## src/rtl/genius_pkg.sv

```systemverilog
// Shared sprite indices, sequencer state encoding and command layout for the
// sprite sequencer and its command queue.
package genius_pkg;

  localparam int FRAME_W     = 6;
  localparam int SPRITE_W    = 3;
  localparam int NUM_SPRITES = 7;
  localparam int CMD_W       = SPRITE_W + FRAME_W;

  typedef enum logic [SPRITE_W-1:0] {
    SPR_BLUE    = 3'd0,
    SPR_GREEN   = 3'd1,
    SPR_RED     = 3'd2,
    SPR_YELLOW  = 3'd3,
    SPR_LOSE    = 3'd4,
    SPR_WIN     = 3'd5,
    SPR_POWER   = 3'd6,
    SPR_INVALID = 3'd7
  } sprite_e;

  typedef enum logic [1:0] {
    IDLE = 2'd0,
    ARM  = 2'd1,
    SHOW = 2'd2,
    GAP  = 2'd3
  } state_e;

  typedef struct packed {
    logic [SPRITE_W-1:0] sprite;
    logic [FRAME_W-1:0]  frames;
  } cmd_t;

  // Invalid index maps to no flag at all.
  function automatic logic [NUM_SPRITES-1:0] sprite_onehot(input logic [SPRITE_W-1:0] s);
    if (s == SPR_INVALID) return '0;
    return NUM_SPRITES'(1) << s;
  endfunction

endpackage

```

## src/rtl/sprite_cmd_fifo.sv

```systemverilog
// Small synchronous command FIFO with show-ahead head output and a flush
// input that empties it in one cycle (flush wins over a same-cycle push/pop).
module sprite_cmd_fifo #(
  parameter int DEPTH = 4,
  parameter int WIDTH = 9
) (
  input  logic             clk_i,
  input  logic             rst_i,
  input  logic             flush_i,
  input  logic             push_i,
  input  logic [WIDTH-1:0] wdata_i,
  input  logic             pop_i,
  output logic [WIDTH-1:0] rdata_o,
  output logic             full_o,
  output logic             empty_o
);

  localparam int AW = $clog2(DEPTH);

  logic [WIDTH-1:0] mem_q [DEPTH];
  logic [AW-1:0]    wr_ptr_q, rd_ptr_q;
  logic [AW:0]      count_q;
  logic             push_ok, pop_ok;

  assign full_o  = (count_q == (AW+1)'(DEPTH));
  assign empty_o = (count_q == '0);
  assign rdata_o = mem_q[rd_ptr_q];
  assign push_ok = push_i && !full_o && !flush_i;
  assign pop_ok  = pop_i && !empty_o && !flush_i;

  always_ff @(posedge clk_i) begin
    if (push_ok) mem_q[wr_ptr_q] <= wdata_i;
  end

  always_ff @(posedge clk_i or posedge rst_i) begin
    if (rst_i) begin
      wr_ptr_q <= '0;
      rd_ptr_q <= '0;
      count_q  <= '0;
    end else if (flush_i) begin
      wr_ptr_q <= '0;
      rd_ptr_q <= '0;
      count_q  <= '0;
    end else begin
      if (push_ok) wr_ptr_q <= wr_ptr_q + AW'(1);
      if (pop_ok)  rd_ptr_q <= rd_ptr_q + AW'(1);
      case ({push_ok, pop_ok})
        2'b10:   count_q <= count_q + (AW+1)'(1);
        2'b01:   count_q <= count_q - (AW+1)'(1);
        default: count_q <= count_q;
      endcase
    end
  end

endmodule

```

## src/rtl/sprite_sequencer.sv

```systemverilog
// Queues sprite light commands and plays them back frame-synchronously:
// timed lights separated by all-off gap frames, plus persistent flags.
module sprite_sequencer
  import genius_pkg::*;
#(
  parameter int FIFO_DEPTH = 4,
  parameter int GAP_FRAMES = 8
) (
  input  logic                   VGA_CLK,
  input  logic                   RESET,
  input  logic                   FRAME_START,
  input  logic                   CMD_VALID,
  output logic                   CMD_READY,
  input  logic [SPRITE_W-1:0]    CMD_SPRITE,
  input  logic [FRAME_W-1:0]     CMD_FRAMES,
  input  logic                   CMD_CLEAR,
  output logic [NUM_SPRITES-1:0] SPRITES_FLAGS,
  output logic                   BUSY,
  output logic                   DONE
);

  state_e                 state_q, state_d;
  cmd_t                   cur_q, cur_d;
  logic [FRAME_W-1:0]     cnt_q, cnt_d;
  logic [NUM_SPRITES-1:0] persist_q, persist_d;
  logic [NUM_SPRITES-1:0] show_q, show_d;
  logic                   done_q, done_d;

  logic                   fifo_full, fifo_empty, fifo_pop, fifo_push;
  cmd_t                   fifo_head;

  sprite_cmd_fifo #(
    .DEPTH (FIFO_DEPTH),
    .WIDTH (CMD_W)
  ) u_fifo (
    .clk_i   (VGA_CLK),
    .rst_i   (RESET),
    .flush_i (CMD_CLEAR),
    .push_i  (fifo_push),
    .wdata_i ({CMD_SPRITE, CMD_FRAMES}),
    .pop_i   (fifo_pop),
    .rdata_o (fifo_head),
    .full_o  (fifo_full),
    .empty_o (fifo_empty)
  );

  always_ff @(posedge VGA_CLK or posedge RESET) begin
    if (RESET) begin
      state_q   <= IDLE;
      cur_q     <= '0;
      cnt_q     <= '0;
      persist_q <= '0;
      show_q    <= '0;
      done_q    <= 1'b0;
    end else begin
      state_q   <= state_d;
      cur_q     <= cur_d;
      cnt_q     <= cnt_d;
      persist_q <= persist_d;
      show_q    <= show_d;
      done_q    <= done_d;
    end
  end

  always_comb begin
    state_d   = state_q;
    cur_d     = cur_q;
    cnt_d     = cnt_q;
    persist_d = persist_q;
    show_d    = show_q;
    done_d    = 1'b0;
    if (CMD_CLEAR) begin
      state_d   = IDLE;
      cnt_d     = '0;
      persist_d = '0;
      show_d    = '0;
    end else begin
      case (state_q)
        IDLE: begin
          if (!fifo_empty) begin
            cur_d   = fifo_head;
            state_d = ARM;
          end
        end
        ARM: begin
          if (cur_q.sprite == SPR_INVALID) begin
            state_d = IDLE;
          end else if (FRAME_START) begin
            if (cur_q.frames == '0) begin
              persist_d = persist_q | sprite_onehot(cur_q.sprite);
              state_d   = IDLE;
            end else begin
              show_d  = sprite_onehot(cur_q.sprite);
              cnt_d   = cur_q.frames;
              state_d = SHOW;
            end
          end
        end
        SHOW: begin
          // The final decrement ends the light and starts the gap in one step.
          if (FRAME_START) begin
            if (cnt_q <= FRAME_W'(1)) begin
              show_d  = '0;
              done_d  = 1'b1;
              cnt_d   = FRAME_W'(GAP_FRAMES);
              state_d = (GAP_FRAMES == 0) ? IDLE : GAP;
            end else begin
              cnt_d = cnt_q - FRAME_W'(1);
            end
          end
        end
        GAP: begin
          if (FRAME_START) begin
            cnt_d = cnt_q - FRAME_W'(1);
            if (cnt_q <= FRAME_W'(1)) state_d = IDLE;
          end
        end
        default: state_d = IDLE;
      endcase
    end
  end

  always_comb begin
    CMD_READY     = !fifo_full && !CMD_CLEAR;
    fifo_push     = CMD_VALID && CMD_READY;
    fifo_pop      = (state_q == IDLE) && !fifo_empty && !CMD_CLEAR;
    BUSY          = !fifo_empty || (state_q != IDLE);
    SPRITES_FLAGS = persist_q | show_q;
    DONE          = done_q;
  end

endmodule

```

## config.mk

```make
export PLATFORM = sky130hd
export DESIGN_NAME = sprite_sequencer
export DESIGN_NICKNAME = d
export VERILOG_FILES = /design/src/rtl/genius_pkg.sv /design/src/rtl/sprite_cmd_fifo.sv /design/src/rtl/sprite_sequencer.sv
export SDC_FILE = /design/constraint.sdc
export NUM_CORES = 1
export LEC_CHECK = 0
export CAP_MARGIN = 20
export CORE_MARGIN = 2
export CORE_UTILIZATION = 35
export CTS_BUF_LIST = sky130_fd_sc_hd__clkbuf_2
export CTS_CLUSTER_SIZE = 10
export DETAILED_ROUTE_END_ITERATION = 8
export PLACE_DENSITY = 0.5
export SETUP_SLACK_MARGIN = 0.02
export SLEW_MARGIN = 5
export SYNTH_ARGS = -nofsm -noshare
export SYNTH_HDL_FRONTEND = slang
export SYNTH_SLANG_ARGS = --single-unit
```

## constraint.sdc

```tcl
create_clock -name VGA_CLK -period 7.1 [get_ports VGA_CLK]
set_input_delay 1.065 -clock VGA_CLK [delete_from_list [all_inputs] [get_ports VGA_CLK]]
set_output_delay 1.065 -clock VGA_CLK [all_outputs]
set_load 0.1 [all_outputs]
```

==> run summary <==
24 I/O pins were placed. STA classifies the critical path endpoint as an output port. Detailed routing inserted a total of 2,338 vias. The setup slack of the most critical reg-to-reg path was 4420 ps. After detailed routing, the total wire length is 7416 um.

The logs give 0 for the initial antenna violation count and 0.0001316 V for the highest ir drop seen on vdd. The run gives 0 as the count of cells resized by post-cts repair. The synthesized design spends more area on one cell type than any other, namely sky130_fd_sc_hd__edfxtp_1. The synthesized design devotes to its leading area cell type 29.10% of total area. After synthesis, the share of flip-flops with an asynchronous set or reset is 52.00%.

In the final routed layout, each cell accounts on average for 16.74 um. After legalization and detailed placement, the total HPWL measured 5010 um. The synthesized netlist contains 76 unique library cells. The area added between synthesis and finish came out at 10.95%.

The number of standard cells after synthesis is 282, and the cts-stage hold buffer count is 0. Remaining global-route overflow: 0. The root buffer cell was sky130_fd_sc_hd__clkbuf_2.

For the maximum number of pins on one net before global-route repair, the log shows 40. The number of DRC violations after detailed-routing iteration 0 was 92. The worst hold path belongs to the class flip-flop to flip-flop.

Maximum fanout along the worst path: 21. The number of iterations in the first detailed-routing pass is 4, and the number of nets in the finished design is 327. Synthesis produced a netlist with a net count of 307.

Number of cells in the design after placement: 427. Clock-pin slew was measured on the worst setup and hold paths at 210 ps. The layout has 1,001 filler cells.

In the routed design, unresolved DRC markers number 0. Measured on the finished design, the core utilization comes to 39.92%. The slew of the pin with the lowest slew margin was 968.7 ps. Sequential cells were found to cover 55.37% of the synthesized design area. In the finished design, the share of the clock period the worst path needs comes to 60.32%. The core region is 10,320 um^2.

For the number of warnings issued by yosys, the log shows 0. Port buffering added 23 buffers. In this run the remaining antenna-violating nets after routing total 0. For the clock latency reported for the late side of the worst-skew pair, the log shows 490 ps.

The library cells used most frequently in the layout, excluding fill and tap cells, are sky130_fd_sc_hd__dfrtp_1, sky130_fd_sc_hd__edfxtp_1, sky130_fd_sc_hd__clkdlybuf4s50_1. Hold timing on the final database bottoms out at a slack of 507.6 ps. The final count of negative-setup-slack endpoints was 0. Footprint of the flip-flops and latches: 2057 um^2. The die is 107.0 um wide.

The analysis attributes to cell leakage a power of 1.612 nW. Setup repair after global routing left no endpoint under its margin. The placed instances occupy a cell area of 4030 um^2. Counting the buffers created by CTS gives 9. The worst path meets setup with 2817 ps of slack. In this run, synthesis inferred 36 flip-flops with an integrated enable. A synthesized cell averages 13.17 um^2. The tree built by TritonCTS fans out to 75 sinks.

TritonCTS built the clock tree. The max-slew violation count was 0; the final total power was 1.398 mW. The tool flagged a number of max-cap violations equal to 0. The H-tree was split into 3 levels. The final-layout setup total negative slack is 0 ps. At the worst endpoint, the required time is 6030 ps. The tightest slew margin relative to the limit was 35.22%; the hold violation total from the final report was 0. The post-synthesis sequential element count came out at 75. The finished layout holds 443 standard cells, fillers aside. Dividing total power by cell area gives a power density of 339.1 nW/um^2. The category of the worst setup path launch point is an input pin. The fraction of final layout cells sized beyond drive strength 1 works out to 16.94%. The first global-routing pass estimated 12,720 um of wire.

After floorplanning, the core was divided into 37 placement rows. The number of buffers inserted by post-CTS setup repair was 0; the overall die height was 107.0 um. By area the synthesized netlist is led by sky130_fd_sc_hd__edfxtp_1, sky130_fd_sc_hd__dfrtp_1, sky130_fd_sc_hd__mux4_2, sky130_fd_sc_hd__ha_1, sky130_fd_sc_hd__nor2_1. Leaving out fill and tap cells, the most frequent cell in the layout is sky130_fd_sc_hd__dfrtp_1. After routing the design area is 4121 um^2. The total area of multi-input combinational cells is 1501 um^2. After layout, the minimum clock period comes to 4283 ps. The die covers 11,450 um^2.

The most used flip-flop cell after synthesis is sky130_fd_sc_hd__dfrtp_1. In the routed layout, each cell is associated on average with a via count of 5.278. 0 antenna diodes ended up in the layout. Across every metal layer, demand over resource in global routing totals 14.27%. The synthesized netlist occupies a cell area of 3715 um^2.

Highest achievable clock rate: 233.5 MHz. The via count of the first global-routing pass is 2,438. The worst setup path is of the input pin to output port kind.

Arrival time of the worst setup path: 3220 ps. The maximum clock insertion buffer count was 2; the worst slack at placement was 2806 ps. The placer's final routability congestion estimate was 0.7969. The flow ran to the end, and the final reports show no timing, DRC or antenna violations. Once the floorplan was initialized, standard cells occupied 35.98% of the core. Clock skew on the completed layout was measured at 26.19 ps.
-- state kept, by name (all words and copies together), names as in the netlist --
signal           cells
DONE                 1
cnt_q                6
cur_q                9
persist_q            7
show_q               7
state_q              2
u_fifo.count_q       3
u_fifo.mem_q        36
u_fifo.rd_ptr_q      2
u_fifo.wr_ptr_q      2
-- Yosys cell counts, types with 4 or more instances --
cell and n:
sky130_fd_sc_hd__dfrtp_1 39, sky130_fd_sc_hd__clkbuf_1 6, sky130_fd_sc_hd__mux4_2 9, sky130_fd_sc_hd__or2_2 8
sky130_fd_sc_hd__mux2_1 5, sky130_fd_sc_hd__nand2_1 10, sky130_fd_sc_hd__o2bb2ai_1 5, sky130_fd_sc_hd__inv_1 15
sky130_fd_sc_hd__nor4_1 5, sky130_fd_sc_hd__mux2_2 5, sky130_fd_sc_hd__ha_1 10, sky130_fd_sc_hd__and3_1 7
sky130_fd_sc_hd__a211oi_1 4, sky130_fd_sc_hd__a22o_1 6, sky130_fd_sc_hd__nor2_1 18, sky130_fd_sc_hd__a21oi_1 9
sky130_fd_sc_hd__edfxtp_1 36
-- critical path, cell delays in order --
cell                              delay (ps)
sky130_fd_sc_hd__clkdlybuf4s50_1         400
sky130_fd_sc_hd__buf_4                   220
sky130_fd_sc_hd__a21oi_1                 320
sky130_fd_sc_hd__clkdlybuf4s50_1        1200
-- per-layer routing --
metal,up-vias,global-route usage [%],wire length (um)
li1,1120,-,-
met1,1170,20.53,3677
met2,41,21.52,3376
met3,7,2.675,279
met4,0,5.009,82
met5,-,0,0
-- path summary, 6_finish.rpt --
| path | startpoint | to | cells past startpoint |
|---|---|---|---|
| setup / recovery | CMD_CLEAR | CMD_READY | 4 |
| hold / removal | persist_q[5] | persist_q[5] | 1 |
| setup reg to reg | state_q[0] | u_fifo.count_q[1] | 8 |
| hold reg to reg | persist_q[5] | persist_q[5] | 1 |
| max in group asynchronous | RESET | cur_q[5] | 3 |
| min in group asynchronous | RESET | show_q[6] | 3 |
-- kinds of logic (layout without fill, tap and decap cells) --
kind of cell,after synthesis,count (layout),share of synthesized area (%)
flip-flops,75,75,55.37
buffers and inverters,31,56,4.210
multiplexers,20,20,8.757
AO/OA/AOI/OAI,65,65,15.06
adder cells (fa/ha/maj),11,11,3.907
XOR/XNOR,3,3,0.7074
AND/OR/NAND/NOR,77,77,11.99
-- power by group --
group | internal, mW | switching [mW] | total [mW]
clock network | 0.0476 | 0.153 | 0.201
registers | 0.524 | 0.105 | 0.629
logic | 0.237 | 0.330 | 0.567
total | 0.809 | 0.589 | 1.40
-- cell type report --
class	instances	area share [%]
repair buffers	25	5.950
well taps	136	4.129
flip-flops and latches	75	49.91
inverters	15	1.366
clock inverters	6	1.002
multi-input cells	176	36.43
clock buffers	10	1.214
(Power assumes the default switching activity.)
